**src/rtl/trig_sync_debounce.sv**
```systemverilog
// trig_sync_debounce
//   Brings an asynchronous discriminator/trigger input into the clk domain,
//   debounces it, and turns each accepted rising edge into a one-cycle pulse.
//   After every accepted edge a holdoff window blocks further triggers.
//   Accepted triggers are counted in a saturating counter with a sticky
//   overflow flag.
//
// Ports
//   clk        in   system clock, all flops on the rising edge
//   reset      in   asynchronous, active-high reset
//   trig_in    in   raw asynchronous trigger input
//   enable     in   1 = accepted edges produce pulses and counts
//   clear_cnt  in   synchronous clear of event_cnt and overflow
//   trig_level out  debounced, synchronized trigger level (registered)
//   trig_pulse out  one-cycle pulse per accepted rising edge
//   busy       out  holdoff window active
//   event_cnt  out  accepted-trigger count, saturates at all-ones
//   overflow   out  sticky, set when a trigger arrives with event_cnt saturated
//
// Debounce FSM states
//   state        | meaning
//   ST_LOW       | level is 0, synchronized input stable low
//   ST_RISE_QUAL | level is 0, counting consecutive high samples
//   ST_HIGH      | level is 1, synchronized input stable high
//   ST_FALL_QUAL | level is 1, counting consecutive low samples

module trig_sync_debounce #(
    parameter int SYNC_STAGES     = 2,
    parameter int DEBOUNCE_CYCLES = 4,
    parameter int HOLDOFF_CYCLES  = 16,
    parameter int CNT_WIDTH       = 16
) (
    input  logic                 clk,
    input  logic                 reset,
    input  logic                 trig_in,
    input  logic                 enable,
    input  logic                 clear_cnt,
    output logic                 trig_level,
    output logic                 trig_pulse,
    output logic                 busy,
    output logic [CNT_WIDTH-1:0] event_cnt,
    output logic                 overflow
);

    localparam int DW = $clog2(DEBOUNCE_CYCLES + 1);
    localparam int HW = $clog2(HOLDOFF_CYCLES + 1);

    // dcnt value at which the next agreeing sample is the DEBOUNCE_CYCLES-th
    localparam logic [DW-1:0] DCNT_LAST  = DW'(DEBOUNCE_CYCLES - 1);
    localparam logic [DW-1:0] DCNT_FIRST = DW'(1);
    localparam logic [HW-1:0] HOLD_LOAD  = HW'(HOLDOFF_CYCLES);

    typedef enum logic [1:0] {
        ST_LOW       = 2'd0,
        ST_RISE_QUAL = 2'd1,
        ST_HIGH      = 2'd2,
        ST_FALL_QUAL = 2'd3
    } state_t;

    // ------------------------------------------------------------------
    // Synchronizer: the only logic that touches trig_in
    // ------------------------------------------------------------------
    logic [SYNC_STAGES-1:0] sync_q;
    logic                   s;

    always_ff @(posedge clk or posedge reset) begin
        if (reset) begin
            sync_q <= '0;
        end else begin
            sync_q <= {sync_q[SYNC_STAGES-2:0], trig_in};
        end
    end

    assign s = sync_q[SYNC_STAGES-1];

    // ------------------------------------------------------------------
    // Debounce FSM
    // ------------------------------------------------------------------
    state_t          state_q, state_d;
    logic [DW-1:0]   dcnt_q, dcnt_d;
    logic            level_q, level_d;

    always_ff @(posedge clk or posedge reset) begin
        if (reset) begin
            state_q <= ST_LOW;
            dcnt_q  <= '0;
            level_q <= 1'b0;
        end else begin
            state_q <= state_d;
            dcnt_q  <= dcnt_d;
            level_q <= level_d;
        end
    end

    always_comb begin
        state_d = state_q;
        dcnt_d  = dcnt_q;
        case (state_q)
            ST_LOW: begin
                if (s) begin
                    // With a single-sample debounce the first high sample
                    // already qualifies, so the qualifying state is skipped.
                    if (DEBOUNCE_CYCLES == 1) begin
                        state_d = ST_HIGH;
                        dcnt_d  = '0;
                    end else begin
                        state_d = ST_RISE_QUAL;
                        dcnt_d  = DCNT_FIRST;
                    end
                end
            end
            ST_RISE_QUAL: begin
                if (!s) begin
                    state_d = ST_LOW;
                    dcnt_d  = '0;
                end else if (dcnt_q == DCNT_LAST) begin
                    state_d = ST_HIGH;
                    dcnt_d  = '0;
                end else begin
                    dcnt_d  = dcnt_q + DW'(1);
                end
            end
            ST_HIGH: begin
                if (!s) begin
                    if (DEBOUNCE_CYCLES == 1) begin
                        state_d = ST_LOW;
                        dcnt_d  = '0;
                    end else begin
                        state_d = ST_FALL_QUAL;
                        dcnt_d  = DCNT_FIRST;
                    end
                end
            end
            ST_FALL_QUAL: begin
                if (s) begin
                    state_d = ST_HIGH;
                    dcnt_d  = '0;
                end else if (dcnt_q == DCNT_LAST) begin
                    state_d = ST_LOW;
                    dcnt_d  = '0;
                end else begin
                    dcnt_d  = dcnt_q + DW'(1);
                end
            end
            default: begin
                state_d = ST_LOW;
                dcnt_d  = '0;
            end
        endcase
    end

    // Level is decoded from the next state so the registered copy changes
    // on the same edge the FSM enters HIGH / LOW.
    assign level_d    = (state_d == ST_HIGH) || (state_d == ST_FALL_QUAL);
    assign trig_level = level_q;

    // ------------------------------------------------------------------
    // Edge acceptance and holdoff (down-counter, busy while non-zero)
    // ------------------------------------------------------------------
    logic          rise;
    logic          accept;
    logic [HW-1:0] hcnt_q;
    logic          pulse_q;

    assign rise   = level_d & ~level_q;
    assign accept = rise & enable & ~busy;
    assign busy   = (hcnt_q != '0);

    always_ff @(posedge clk or posedge reset) begin
        if (reset) begin
            hcnt_q  <= '0;
            pulse_q <= 1'b0;
        end else begin
            pulse_q <= accept;
            if (accept) begin
                hcnt_q <= HOLD_LOAD;
            end else if (busy) begin
                hcnt_q <= hcnt_q - HW'(1);
            end
        end
    end

    assign trig_pulse = pulse_q;

    // ------------------------------------------------------------------
    // Saturating event counter; clear has priority over a coincident pulse
    // ------------------------------------------------------------------
    logic [CNT_WIDTH-1:0] cnt_q;
    logic                 ovf_q;

    always_ff @(posedge clk or posedge reset) begin
        if (reset) begin
            cnt_q <= '0;
            ovf_q <= 1'b0;
        end else if (clear_cnt) begin
            cnt_q <= '0;
            ovf_q <= 1'b0;
        end else if (accept) begin
            if (&cnt_q) begin
                ovf_q <= 1'b1;
            end else begin
                cnt_q <= cnt_q + CNT_WIDTH'(1);
            end
        end
    end

    assign event_cnt = cnt_q;
    assign overflow  = ovf_q;

endmodule
```
**config.mk**
```make
export PLATFORM = sky130hd
export DESIGN_NAME = trig_sync_debounce
export DESIGN_NICKNAME = d
export VERILOG_FILES = /design/src/rtl/trig_sync_debounce.sv
export SDC_FILE = /design/constraint.sdc
export NUM_CORES = 1
export LEC_CHECK = 0
export ABC_AREA = 1
export BUFFER_PORTS_ARGS = -buffer_cell sky130_fd_sc_hd__buf_2
export CORE_MARGIN = 2
export CORE_UTILIZATION = 41
export CTS_CLUSTER_DIAMETER = 40
export DETAILED_ROUTE_END_ITERATION = 8
export PLACE_DENSITY = 0.73
export SKIP_CTS_REPAIR_TIMING = 1
export SLEW_MARGIN = 25
export SYNTH_ARGS = -nofsm -noshare
export SYNTH_HDL_FRONTEND = slang
export SYNTH_SLANG_ARGS = --single-unit
```
**constraint.sdc**
```tcl
create_clock -name clk -period 1.6 [get_ports clk]
set_clock_uncertainty 0.15 [all_clocks]
set_input_delay 0.16 -clock clk [delete_from_list [all_inputs] [get_ports clk]]
set_output_delay 0.16 -clock clk [all_outputs]
set_load 0.005 [all_outputs]
```
==> load_flow_metrics.sql, run 1 <==
INSERT INTO impl_metrics (metric_group, metric, value, unit) VALUES
('worst_setup_path', 'crit-reg2reg-launch', 'event_cnt[0]', ''),
('sta', 'final-hold-violation-count', '0', ''),
('place', 'place.gp.congestion', '0.861', ''),
('power_and_ir_drop', 'clockPowerShare', '32.6', '%'),
('cts', 'clk_root_buffer_cell', 'sky130_fd_sc_hd__clkbuf_8', ''),
('floorplanning', 'floorplan.die.height', '68.3', 'um'),
('worst_setup_path', 'worstSetupEndpointType', 'flop', ''),
('final_layout', 'leading_cell_type_in_the_layout_fill_and_taps_excluded', 'sky130_fd_sc_hd__nand2_1', ''),
('power_and_ir_drop', 'ir_worst_vdd', '676', 'uV'),
('worst_setup_path', 'critPathLaunch', 'event_cnt[0]', ''),
('synthesis', 'synth_seq_area_share', '45.8', '%'),
('synthesis', 'synthesis.yosys.warnings', '0', ''),
('floorplanning', 'num_io_pins', '25', ''),
('worst_setup_path', 'worstPathMaxFanout', '13', ''),
('cts', 'cts_tree', 'done', ''),
('routing', 'ant_nets', '0', ''),
('global_routing', 'grt_start_max_net_pins', '32', ''),
('power_and_ir_drop', 'pwr-share-seq', '36.3', '%'),
('worst_setup_path', 'stages_on_worst_setup_path', '8', ''),
('global_routing', 'grt_pass1_vias', '1523', ''),
('sta', 'rsz_0062_raised_after_global_routing', 'true', ''),
('power_and_ir_drop', 'power.switching', '847', 'uW'),
('sta', 'post-route-min-period', '1.68', 'ns'),
('power_and_ir_drop', 'static_leak', '0.00121', 'uW'),
('synthesis', 'syn_area', '1700', 'um2'),
('routing', 'firstDrtPassIters', '4', ''),
('global_routing', 'grt_antenna_before_repair', '0', ''),
('final_layout', 'most_frequent_cells_in_the_layout', 'sky130_fd_sc_hd__nand2_1, sky130_fd_sc_hd__buf_4, sky130_fd_sc_hd__dfrtp_1', ''),
('final_layout', 'final_layout_size_suffix_gt1_share', '34.7', '%'),
('place', 'postPlaceCellArea', '2130', 'um2'),
('worst_setup_path', 'crit_path_end', 'event_cnt[9]', ''),
('routing', 'routed_wirelength', '4390', 'um'),
('worst_setup_path', 'reg2reg_setup_slack', '-0.08', 'ns'),
('floorplanning', 'initial_core_util', '42.4', '%'),
('cts', 'cts_buffer_depth', '2', ''),
('synthesis', 'netlist_instances', '217', ''),
('cts', 'cts.reportedPaths.clkPinSlew', '0.07', 'ns'),
('sta', 'fmax', '597', 'MHz'),
('synthesis', 'syn-mean-instance-area', '7.81', 'um2'),
('global_routing', 'grt_pass1_wl', '6640', 'um'),
('sta', 'slew_viol_final', '0', ''),
('routing', 'dr_total_vias', '1704', ''),
('sta', 'worst-slew-pin-transition', '0.427', 'ns'),
('min_path', 'min_path_type', 'in2reg', ''),
('power_and_ir_drop', 'fraction_of_power_spent_switching_nets', '29.9', '%'),
('synthesis', 'synth.distinct_cells', '27', ''),
('floorplanning', 'fp.dieArea', '4670', 'um2'),
('status', 'status', 'complete, but fails checks', ''),
('cts', 'htreeDepth', '2', ''),
('worst_setup_path', 'worstPathArrival', '1.70', 'ns'),
('synthesis', 'total_of_flip_flops_plus_latches_after_synthesis', '31', ''),
('worst_setup_path', 'cp_slowest_stage_delay', '0.38', 'ns'),
('status', 'violations', 'setup timing', ''),
('floorplanning', 'core_region_area', '4000', 'um2'),
('power_and_ir_drop', 'combPwrFrac', '31.1', '%'),
('global_routing', 'overflow', '0', ''),
('sta', 'final.setup.worst_slack', '-0.0753', 'ns'),
('global_routing', 'grt_use_total', '19.3', '%'),
('cts', 'numCtsBuffers', '5', ''),
('power_and_ir_drop', 'power_per_cell_area', '1170', 'nW/um2'),
('sta', 'setup_viol', '16', ''),
('sta', 'final.period_utilization', '105', '%'),
('place', 'numPlacedInstances', '324', ''),
('sta', 'relSlewSlack', '71.3', '%'),
('worst_setup_path', 'worstRegToRegCells', '8', ''),
('worst_setup_path', 'cpLargestDelayFamily', 'simple AND/OR/NAND/NOR gates', ''),
('final_layout', 'design_area', '2430', 'um2'),
('synthesis', 'postSynthNetCount', '225', ''),
('final_layout', 'layout.nets', '295', ''),
('routing', 'first_iter_violations', '88', ''),
('worst_setup_path', 'worstPathCellList', 'ha_2 > nand2_2 > nor2_4 > nand2_2 > nor2_4 > nand2_4 > nand2_8 > o21ai_1', '');
power by group through the flow:
stage               clock [uW]  combinational, uW  sequential (uW)
finish                     924                881             1030
global route               984                983             1040
CTS                        941                730             1010
detailed placement           0                721             1020
global placement             0                684             1020
floorplan                    0                399             1020
registers in the layout, summed over array words and instances (netlist names):
signal / flops
hcnt_q: 5
state_q: 2
trig_pulse: 1
sync_q: 2
trig_level: 1
event_cnt: 16
overflow: 1
dcnt_q: 3
tightest hold or removal path: cells and delay by family:
kind | cells | cell delay [ns]
AND/OR/NAND/NOR | 3 | 0.15
buffers and inverters | 1 | 0.17
metrics by stage:
step           util (%)  hold slack [ns]  worst slack [ns]  total power, uW
2_1_floorplan         -           0.0414           -0.0716             1420
3_3_place_gp       53.1            0.113            -0.144             1700
3_5_place_dp       53.1            0.114            -0.216             1740
4_1_cts            56.5           -0.198            -0.237             2690
5_1_grt            60.7            0.106            -0.204             3010
6_report           60.7           0.0747           -0.0753             2830
synthesized netlist by cell type, drive strengths merged:
library cell  number  area [um2]
a21oi              2        10.0
nand4              6        37.5
xor2               6        52.6
clkbuf             1        3.75
nor2              28         123
nor3               1        5.00
xnor2              2        17.5
o22ai              1        6.26
clkinv             1        3.75
o21ai             18         105
dfrtp             31         776
inv               19        71.3
o21bai             2        15.0
ha                 3        37.5
nand3b             2        18.8
nand3             17        90.1
buf                2        26.3
nand2             75         297
worst min-delay path by stage:
stage | start | endpoint | cells past startpoint
after global placement | reset | sync_q[0] | 3
after floorplan | trig_in | sync_q[0] | 0
after global routing | clear_cnt | event_cnt[15] | 4
final | clear_cnt | event_cnt[15] | 4
after CTS | reset | sync_q[0] | 3
after detailed placement | reset | sync_q[0] | 3
final cells by class:
cell class / count / area (um2)
Inverter: 20 / 75.1
Multi-Input combinational cell: 165 / 947
Clock inverter: 2 / 60.1
Tap cell: 50 / 62.6
Timing Repair Buffer: 64 / 435
Sequential cell: 31 / 776
Fill cell: 334 / 1570
Clock buffer: 6 / 72.6
routing by layer:
| layer | vias to the layer above | wire length [um] | track usage [%] |
|---|---|---|---|
| met5 | - | 0 | 0 |
| met3 | 14 | 296 | 4.61 |
| met1 | 784 | 1830 | 24.0 |
| li1 | 840 | - | - |
| met4 | 0 | 119 | 7.50 |
| met2 | 66 | 2140 | 32.3 |
cell families (layout without fill, tap and decap cells):
logic type | after synthesis | after routing | share of synthesized area (%)
AOI/OAI and AO/OA | 23 | 23 | 8.04
xor gates and xnor gates | 8 | 8 | 4.13
adders and majority gates | 3 | 3 | 2.21
buffers and inverters | 23 | 92 | 6.20
DFF | 31 | 31 | 45.8
and+or+nand+nor | 129 | 131 | 33.7
Note: power is estimated with default switching activity, not from simulation.
==> inputs of run 2 (changes only) <==
--- a/config.mk
+++ b/config.mk
@@ -5,13 +5,12 @@
 export SDC_FILE = /design/constraint.sdc
 export NUM_CORES = 1
 export LEC_CHECK = 0
-export ABC_AREA = 1
 export BUFFER_PORTS_ARGS = -buffer_cell sky130_fd_sc_hd__buf_2
 export CORE_MARGIN = 2
 export CORE_UTILIZATION = 41
 export CTS_CLUSTER_DIAMETER = 40
 export DETAILED_ROUTE_END_ITERATION = 8
-export PLACE_DENSITY = 0.73
+export PLACE_DENSITY = 0.6
 export SKIP_CTS_REPAIR_TIMING = 1
 export SLEW_MARGIN = 25
 export SYNTH_ARGS = -nofsm -noshare
==> run 2 against run 1 <==
  * The run still ends with setup timing left
  * Register-to-register slack got worse by 0.35 ns
  * Routed wire length decreased by 7.5%
  * Critical path depth decreased by 1
  * Synthesized area decreased by 7.7%
  * Global-route usage about the same
  * Power decreased by 1.6%
  * Cell count decreased by 18%
  * First-iteration DRC count decreased by 14%
  * Sequential share of layout area increased by 0.18 points
  * Worst hold slack improved by 0.072 ns
  * Via count decreased by 14%
  * Sequential power about the same
  * Largest power group unchanged
==> load_flow_metrics.sql, run 2 <==
INSERT INTO impl_metrics (metric_group, metric, value, unit) VALUES
('routing', 'first_iter_violations', '76', ''),
('power_and_ir_drop', 'power.switching', '870', 'uW'),
('floorplanning', 'dieWidth', '65.8', 'um'),
('cts', 'numCtsBuffers', '5', ''),
('sta', 'worst-slew-pin-transition', '0.394', 'ns'),
('worst_setup_path', 'worstPathArrival', '2.03', 'ns'),
('global_routing', 'grt_antenna_before_repair', '0', ''),
('routing', 'routed_wirelength', '4060', 'um'),
('synthesis', 'synth_seq_area_share', '49.6', '%'),
('worst_setup_path', 'startpoint_type', 'flop', ''),
('synthesis', 'syn-mean-instance-area', '10.3', 'um2'),
('cts', 'htreeDepth', '2', ''),
('routing', 'drcViolationCount', '0', ''),
('worst_setup_path', 'worstSetupEndpointType', 'flop', ''),
('routing', 'firstDrtPassIters', '4', ''),
('final_layout', 'leading_cell_type_in_the_layout_fill_and_taps_excluded', 'sky130_fd_sc_hd__buf_4', ''),
('power_and_ir_drop', 'clockPowerShare', '28.7', '%'),
('sta', 'final-hold-violation-count', '0', ''),
('cts', 'cts_buffer_depth', '2', ''),
('power_and_ir_drop', 'power_per_cell_area', '1150', 'nW/um2'),
('global_routing', 'overflow', '0', ''),
('routing', 'ant_nets', '0', ''),
('power_and_ir_drop', 'fraction_of_power_spent_switching_nets', '31.2', '%'),
('place', 'place.gp.congestion', '0.786', ''),
('sta', 'fin_worst_hold_slack', '0.147', 'ns'),
('global_routing', 'grt_start_max_net_pins', '32', ''),
('flow_run', 'drv_cap', '0', ''),
('cts', 'clk-insertion-delay-late', '0.28', 'ns'),
('floorplanning', 'num_io_pins', '25', ''),
('worst_setup_path', 'worst_ep_required_time', '1.61', 'ns'),
('synthesis', 'post_synth_most_frequent_cells', 'sky130_fd_sc_hd__dfrtp_1, sky130_fd_sc_hd__nor2_1, sky130_fd_sc_hd__xnor2_1', ''),
('synthesis', 'postSynthNetCount', '160', ''),
('sta', 'final.period_utilization', '126', '%'),
('synthesis', 'synthesis.yosys.warnings', '0', ''),
('worst_setup_path', 'cp_slowest_stage_delay', '0.40', 'ns'),
('worst_setup_path', 'worstPathMaxFanout', '10', ''),
('final_layout', 'layout.nets', '237', ''),
('synthesis', 'synth_async_sr_flop_share', '100', '%'),
('place', 'numPortBuffers', '24', ''),
('synthesis', 'synth.distinct_cells', '33', ''),
('sta', 'final.setup.worst_slack', '-0.422', 'ns'),
('sta', 'rsz_0062_raised_after_global_routing', 'true', ''),
('final_layout', 'final_layout_size_suffix_gt1_share', '49.6', '%'),
('power_and_ir_drop', 'power', '2790', 'uW'),
('worst_setup_path', 'worstPathCellList', 'inv_1 > ha_2 > nor4b_4 > nand2_2 > nor4b_1 > xnor2_1 > nor2_1', ''),
('min_path', 'min_path_type', 'in2reg', ''),
('power_and_ir_drop', 'pwr-share-seq', '36.2', '%'),
('power_and_ir_drop', 'combPwrFrac', '35.1', '%'),
('routing', 'dr_total_vias', '1466', ''),
('place', 'dp_hpwl', '2780', 'um'),
('power_and_ir_drop', 'static_leak', '0.00115', 'uW'),
('synthesis', 'synth_top_area_cell', 'sky130_fd_sc_hd__dfrtp_1', ''),
('power_and_ir_drop', 'ir_worst_vdd', '870', 'uV'),
('global_routing', 'grt_use_total', '19.3', '%'),
('cts', 'clock_sinks', '31', ''),
('sta', 'post-route-min-period', '2.02', 'ns'),
('cts', 'cts_tree', 'done', ''),
('floorplanning', 'initial_core_util', '42.8', '%'),
('synthesis', 'netlist_instances', '152', ''),
('sta', 'relSlewSlack', '73.6', '%'),
('routing', 'wl_per_cell', '14.6', 'um'),
('floorplanning', 'core_region_area', '3660', 'um2'),
('status', 'violations', 'setup timing', ''),
('synthesis', 'yosys-top-cells-area', 'sky130_fd_sc_hd__dfrtp_1, sky130_fd_sc_hd__xnor2_1, sky130_fd_sc_hd__and4_1, sky130_fd_sc_hd__nor2_1, sky130_fd_sc_hd__nor4_1', ''),
('synthesis', 'synthFlopType', 'sky130_fd_sc_hd__dfrtp_1', ''),
('place', 'post-place-ws', '-0.404', 'ns'),
('floorplanning', 'fp.dieArea', '4330', 'um2'),
('synthesis', 'total_of_flip_flops_plus_latches_after_synthesis', '31', ''),
('global_routing', 'grt_pass1_vias', '1456', ''),
('cts', 'cts.reportedPaths.clkPinSlew', '0.07', 'ns'),
('final_layout', 'most_frequent_cells_in_the_layout', 'sky130_fd_sc_hd__buf_4, sky130_fd_sc_hd__dfrtp_1, sky130_fd_sc_hd__buf_2', ''),
('synthesis', 'synth_top_cell_area_share', '49.6', '%'),
('status', 'status', 'complete, but fails checks', ''),
('final_layout', 'layout-area-overhead-vs-synth', '54.3', '%'),
('cts', 'clk_root_buffer_cell', 'sky130_fd_sc_hd__clkbuf_8', ''),
('power_and_ir_drop', 'cellInternalPower', '1920', 'uW'),
('worst_setup_path', 'critical_path_class', 'reg2reg', ''),
('global_routing', 'grt_pass1_wl', '6370', 'um'),
('sta', 'setup_viol', '23', ''),
('final_layout', 'number_of_antenna_diodes', '0', ''),
('floorplanning', 'row_count', '22', ''),
('sta', 'slew_viol_final', '0', ''),
('routing', 'routed_via_density', '5.27', ''),
('synthesis', 'synth_most_common_cell', 'sky130_fd_sc_hd__dfrtp_1', ''),
('floorplanning', 'floorplan.die.height', '65.8', 'um'),
('synthesis', 'synth_enable_flop_cells', '0', ''),
('synthesis', 'syn_area', '1570', 'um2'),
('final_layout', 'largest_register_ff_count', '16', ''),
('sta', 'fmax', '495', 'MHz'),
('worst_setup_path', 'timing.critical_path.slowest_stage_cell', 'sky130_fd_sc_hd__nor4b_1', '');
run 2: worst paths after layout:
path / from / end / slack (ns) / depth (start not counted)
setup reg to reg: hcnt_q[1] / event_cnt[3] / -0.42 / 7
setup / recovery: hcnt_q[1] / event_cnt[3] / -0.42 / 7
hold reg to reg: sync_q[0] / sync_q[1] / 0.20 / 0
hold / removal: clear_cnt / event_cnt[15] / 0.15 / 3
min in group asynchronous: reset / sync_q[1] / 0.36 / 4
max in group asynchronous: reset / event_cnt[3] / 0.65 / 4
run 2: cells by family after synthesis:
group / Yosys count / share of synthesized area [%]
buffers and inverters: 13 / 3.28
adders and majority gates: 3 / 2.40
muxes: 3 / 1.92
AOI/OAI and AO/OA: 16 / 6.39
and+or+nand+nor: 74 / 29.7
DFF: 31 / 49.6
xor gates and xnor gates: 12 / 6.71
run 2: critical path, delay by kind of cell (launching register included):
kind,cells,cell delay (ns)
xor gates and xnor gates,1,0.16
adders and majority gates,1,0.17
buffers and inverters,1,0.06
DFF,1,0.38
and+or+nand+nor,4,0.97
run 2: routing by layer:
layer | routed length [um] | part of all wire, % | track usage [%] | up-vias
met4 | 44 | 1.1 | 7.03 | 0
met1 | 1870 | 46 | 24.3 | 738
met2 | 2020 | 50 | 32.2 | 20
met5 | 0 | 0 | 0 | -
met3 | 128 | 3.2 | 4.43 | 5
li1 | - | - | - | 703
run 2: power by group through the flow:
stage	Sequential, uW	Clock [uW]	Combinational (uW)
2_1_floorplan	1040	0	416
3_3_place_gp	1020	0	758
3_5_place_dp	1030	0	791
4_1_cts	1010	819	795
5_1_grt	1030	854	1070
6_report	1010	800	978
run 2: area by class of cell:
type | count | area, um2
fillers | 295 | 1250
multi-input cells | 108 | 888
flip-flops and latches | 31 | 776
repair buffers | 75 | 538
clock buffers | 6 | 82.6
well taps | 48 | 60.1
clock inverters | 2 | 35.0
inverters | 8 | 35.0
run 2: per-stage QoR:
step	setup TNS [ns]	utilization [%]	instance area, um2	cells
finish	-6.79	66.0	2410	278
global route	-8.99	66.0	2410	278
CTS	-7.34	61.0	2230	271
detailed placement	-6.63	57.8	2120	263
global placement	-5.69	57.8	2120	263
floorplan	-5.55	-	1620	152
==> inputs of run 3 (changes only) <==
--- a/config.mk
+++ b/config.mk
@@ -11,6 +11,7 @@
 export CTS_CLUSTER_DIAMETER = 40
 export DETAILED_ROUTE_END_ITERATION = 8
 export PLACE_DENSITY = 0.6
+export RECOVER_POWER = 50
 export SKIP_CTS_REPAIR_TIMING = 1
 export SLEW_MARGIN = 25
 export SYNTH_ARGS = -nofsm -noshare
==> run 3 against run 2 <==
  * The run still ends with setup timing left
  * Via count unchanged
  * Power down 0.11%
  * Highest routed layer unchanged
  * Largest power group unchanged
  * Cell count unchanged
  * Flip-flop and latch count unchanged
  * Final area down 0.10%
  * Core utilization down 0.068 points
  * Combinational power about the same
  * Clock power about the same
  * Critical path type unchanged
  * Global-route usage unchanged
  * Setup slack better by 0.00095 ns
  * Critical path depth unchanged
  * Largest cell class unchanged
==> load_flow_metrics.sql, run 3 (synthesis gave the netlist of run 2 again) <==
INSERT INTO impl_metrics (metric_group, metric, value, unit) VALUES
('status', 'status', 'complete, but fails checks', ''),
('status', 'violations', 'setup timing', ''),
('global_routing', 'grt_use_total', '19.3', '%'),
('place', 'post-place-ws', '-0.404', 'ns'),
('cts', 'htreeDepth', '2', ''),
('worst_setup_path', 'reg2reg_setup_slack', '-0.42', 'ns'),
('global_routing', 'grt_start_max_net_pins', '32', ''),
('final_layout', 'most_frequent_cells_in_the_layout', 'sky130_fd_sc_hd__buf_4, sky130_fd_sc_hd__dfrtp_1, sky130_fd_sc_hd__buf_2', ''),
('min_path', 'timing.hold.worst.start', 'clear_cnt', ''),
('worst_setup_path', 'stages_on_worst_setup_path', '7', ''),
('global_routing', 'grt_pass1_wl', '6370', 'um'),
('place', 'postPlaceCellArea', '2120', 'um2'),
('worst_setup_path', 'crit-reg2reg-launch', 'hcnt_q[1]', ''),
('flow_run', 'drv_cap', '0', ''),
('sta', 'setup_total_negative_slack', '-6.77', 'ns'),
('place', 'place.gp.congestion', '0.786', ''),
('worst_setup_path', 'timing.critical_path.slowest_stage_cell', 'sky130_fd_sc_hd__nor4b_1', ''),
('cts', 'cts.reportedPaths.clkPinSlew', '0.07', 'ns'),
('sta', 'rsz_0062_raised_after_global_routing', 'true', ''),
('sta', 'worst-slew-pin-transition', '0.761', 'ns'),
('power_and_ir_drop', 'fraction_of_power_spent_switching_nets', '31.2', '%'),
('place', 'numPortBuffers', '24', ''),
('min_path', 'terminating_pin_of_the_worst_hold_path', 'event_cnt[15]', ''),
('final_layout', 'layout.core_utilization', '65.9', '%'),
('routing', 'routed_wirelength', '4040', 'um'),
('power_and_ir_drop', 'pwr-share-seq', '36.3', '%'),
('final_layout', 'final_layout_size_suffix_gt1_share', '49.6', '%'),
('final_layout', 'number_of_antenna_diodes', '0', ''),
('floorplanning', 'num_io_pins', '25', ''),
('final_layout', 'layout-area-overhead-vs-synth', '54.1', '%'),
('cts', 'cts_buffer_depth', '2', ''),
('power_and_ir_drop', 'cellInternalPower', '1920', 'uW'),
('final_layout', 'largest_register_ff_count', '16', ''),
('sta', 'final.setup.worst_slack', '-0.421', 'ns'),
('global_routing', 'grt_pass1_vias', '1456', ''),
('final_layout', 'num-fill-cells', '295', ''),
('sta', 'relSlewSlack', '49.2', '%'),
('sta', 'setup_viol', '23', ''),
('min_path', 'min_path_cells', '3', ''),
('power_and_ir_drop', 'power_per_cell_area', '1150', 'nW/um2'),
('final_layout', 'final_cell_count_no_fill', '278', ''),
('routing', 'firstDrtPassIters', '4', ''),
('sta', 'fmax', '495', 'MHz'),
('power_and_ir_drop', 'combPwrFrac', '35.1', '%'),
('routing', 'dr_total_vias', '1466', ''),
('worst_setup_path', 'worstPathMaxFanout', '10', ''),
('worst_setup_path', 'startpoint_type', 'flop', ''),
('cts', 'clk_root_buffer_cell', 'sky130_fd_sc_hd__clkbuf_8', ''),
('place', 'dp_hpwl', '2780', 'um'),
('floorplanning', 'initial_core_util', '42.8', '%'),
('cts', 'numCtsBuffers', '5', ''),
('global_routing', 'overflow', '0', ''),
('floorplanning', 'floorplan.die.height', '65.8', 'um'),
('worst_setup_path', 'worstRegToRegCells', '7', ''),
('worst_setup_path', 'cpLargestDelayFamily', 'simple AND/OR/NAND/NOR gates', ''),
('cts', 'cts_tree', 'done', ''),
('routing', 'first_iter_violations', '71', ''),
('floorplanning', 'row_count', '22', ''),
('routing', 'drcViolationCount', '0', ''),
('floorplanning', 'dieWidth', '65.8', 'um'),
('worst_setup_path', 'worstReg2RegEnd', 'event_cnt[3]', ''),
('floorplanning', 'core_region_area', '3660', 'um2'),
('sta', 'final.period_utilization', '126', '%'),
('power_and_ir_drop', 'static_leak', '0.00115', 'uW'),
('min_path', 'min_path_type', 'in2reg', ''),
('final_layout', 'leading_cell_type_in_the_layout_fill_and_taps_excluded', 'sky130_fd_sc_hd__buf_4', ''),
('routing', 'wl_per_cell', '14.5', 'um'),
('final_layout', 'design_area', '2410', 'um2'),
('power_and_ir_drop', 'ir_worst_vdd', '869', 'uV'),
('worst_setup_path', 'cp_slowest_stage_delay', '0.40', 'ns'),
('final_layout', 'final-seq-area', '776', 'um2'),
('sta', 'post-route-min-period', '2.02', 'ns'),
('final_layout', 'layout.nets', '237', ''),
('cts', 'clock_sinks', '31', ''),
('floorplanning', 'fp.dieArea', '4330', 'um2'),
('cts', 'clk-insertion-delay-late', '0.28', 'ns'),
('routing', 'ant_nets', '0', ''),
('place', 'numPlacedInstances', '263', ''),
('worst_setup_path', 'critical_path.n_buffers_inverters', '1', ''),
('power_and_ir_drop', 'clockPowerShare', '28.7', '%'),
('global_routing', 'grt_antenna_before_repair', '0', ''),
('final_layout', 'multi_input_area', '888', 'um2'),
('worst_setup_path', 'worstSetupEndpointType', 'flop', ''),
('worst_setup_path', 'worstPathCellList', 'inv_1 > ha_2 > nor4b_4 > nand2_2 > nor4b_1 > xnor2_1 > nor2_1', ''),
('routing', 'routed_via_density', '5.27', ''),
('worst_setup_path', 'worst_ep_required_time', '1.61', 'ns'),
('worst_setup_path', 'worstPathArrival', '2.03', 'ns'),
('power_and_ir_drop', 'power.switching', '868', 'uW'),
('sta', 'final-hold-violation-count', '0', ''),
('worst_setup_path', 'critical_path_class', 'reg2reg', ''),
('sta', 'slew_viol_final', '0', '');
[run 3: worst max path at each step]
stage,startpoint,end,slack [ns]
3_5_place_dp,hcnt_q[1],event_cnt[4],-0.40
3_3_place_gp,event_cnt[0],event_cnt[15],-0.36
2_1_floorplan,hcnt_q[0],event_cnt[2],-0.38
5_1_grt,hcnt_q[1],event_cnt[9],-0.53
6_report,hcnt_q[1],event_cnt[3],-0.42
4_1_cts,hcnt_q[1],event_cnt[4],-0.42
[run 3: power groups by stage]
stage / combinational, uW / clock, uW / sequential [uW]
5_1_grt: 1070 / 854 / 1030
4_1_cts: 795 / 819 / 1010
3_5_place_dp: 791 / 0 / 1030
6_report: 977 / 798 / 1010
3_3_place_gp: 758 / 0 / 1020
2_1_floorplan: 416 / 0 / 1040
[run 3: stage by stage]
step / hold WS [ns] / power, uW
finish: 0.147 / 2780
global route: 0.157 / 2940
CTS: -0.188 / 2620
detailed placement: 0.120 / 1820
global placement: 0.100 / 1780
floorplan: 0.0414 / 1460
[run 3: cell type report]
cell class	count	area share, %
Clock inverter	2	1.45
Tap cell	48	2.49
Sequential cell	31	32.2
Clock buffer	6	3.42
Timing Repair Buffer	75	22.2
Multi-Input combinational cell	108	36.8
Inverter	8	1.45
[run 3: metal layers]
layer  track usage [%]  wire length [um]  part of all wire [%]  up-vias
met5                 0                 0                     0        -
met2              32.2              2020                    50       20
met4              7.03                44                   1.1        0
li1                  -                 -                     -      702
met3              4.43               128                   3.2        5
met1              24.3              1850                    46      739
[run 3: worst register-to-register path, delay by kind of cell, from the launching register on]
family | cells | cell delay, ns
xor gates and xnor gates | 1 | 0.16
adders and majority gates | 1 | 0.17
buffers and inverters | 1 | 0.06
DFF | 1 | 0.38
and+or+nand+nor | 4 | 0.97
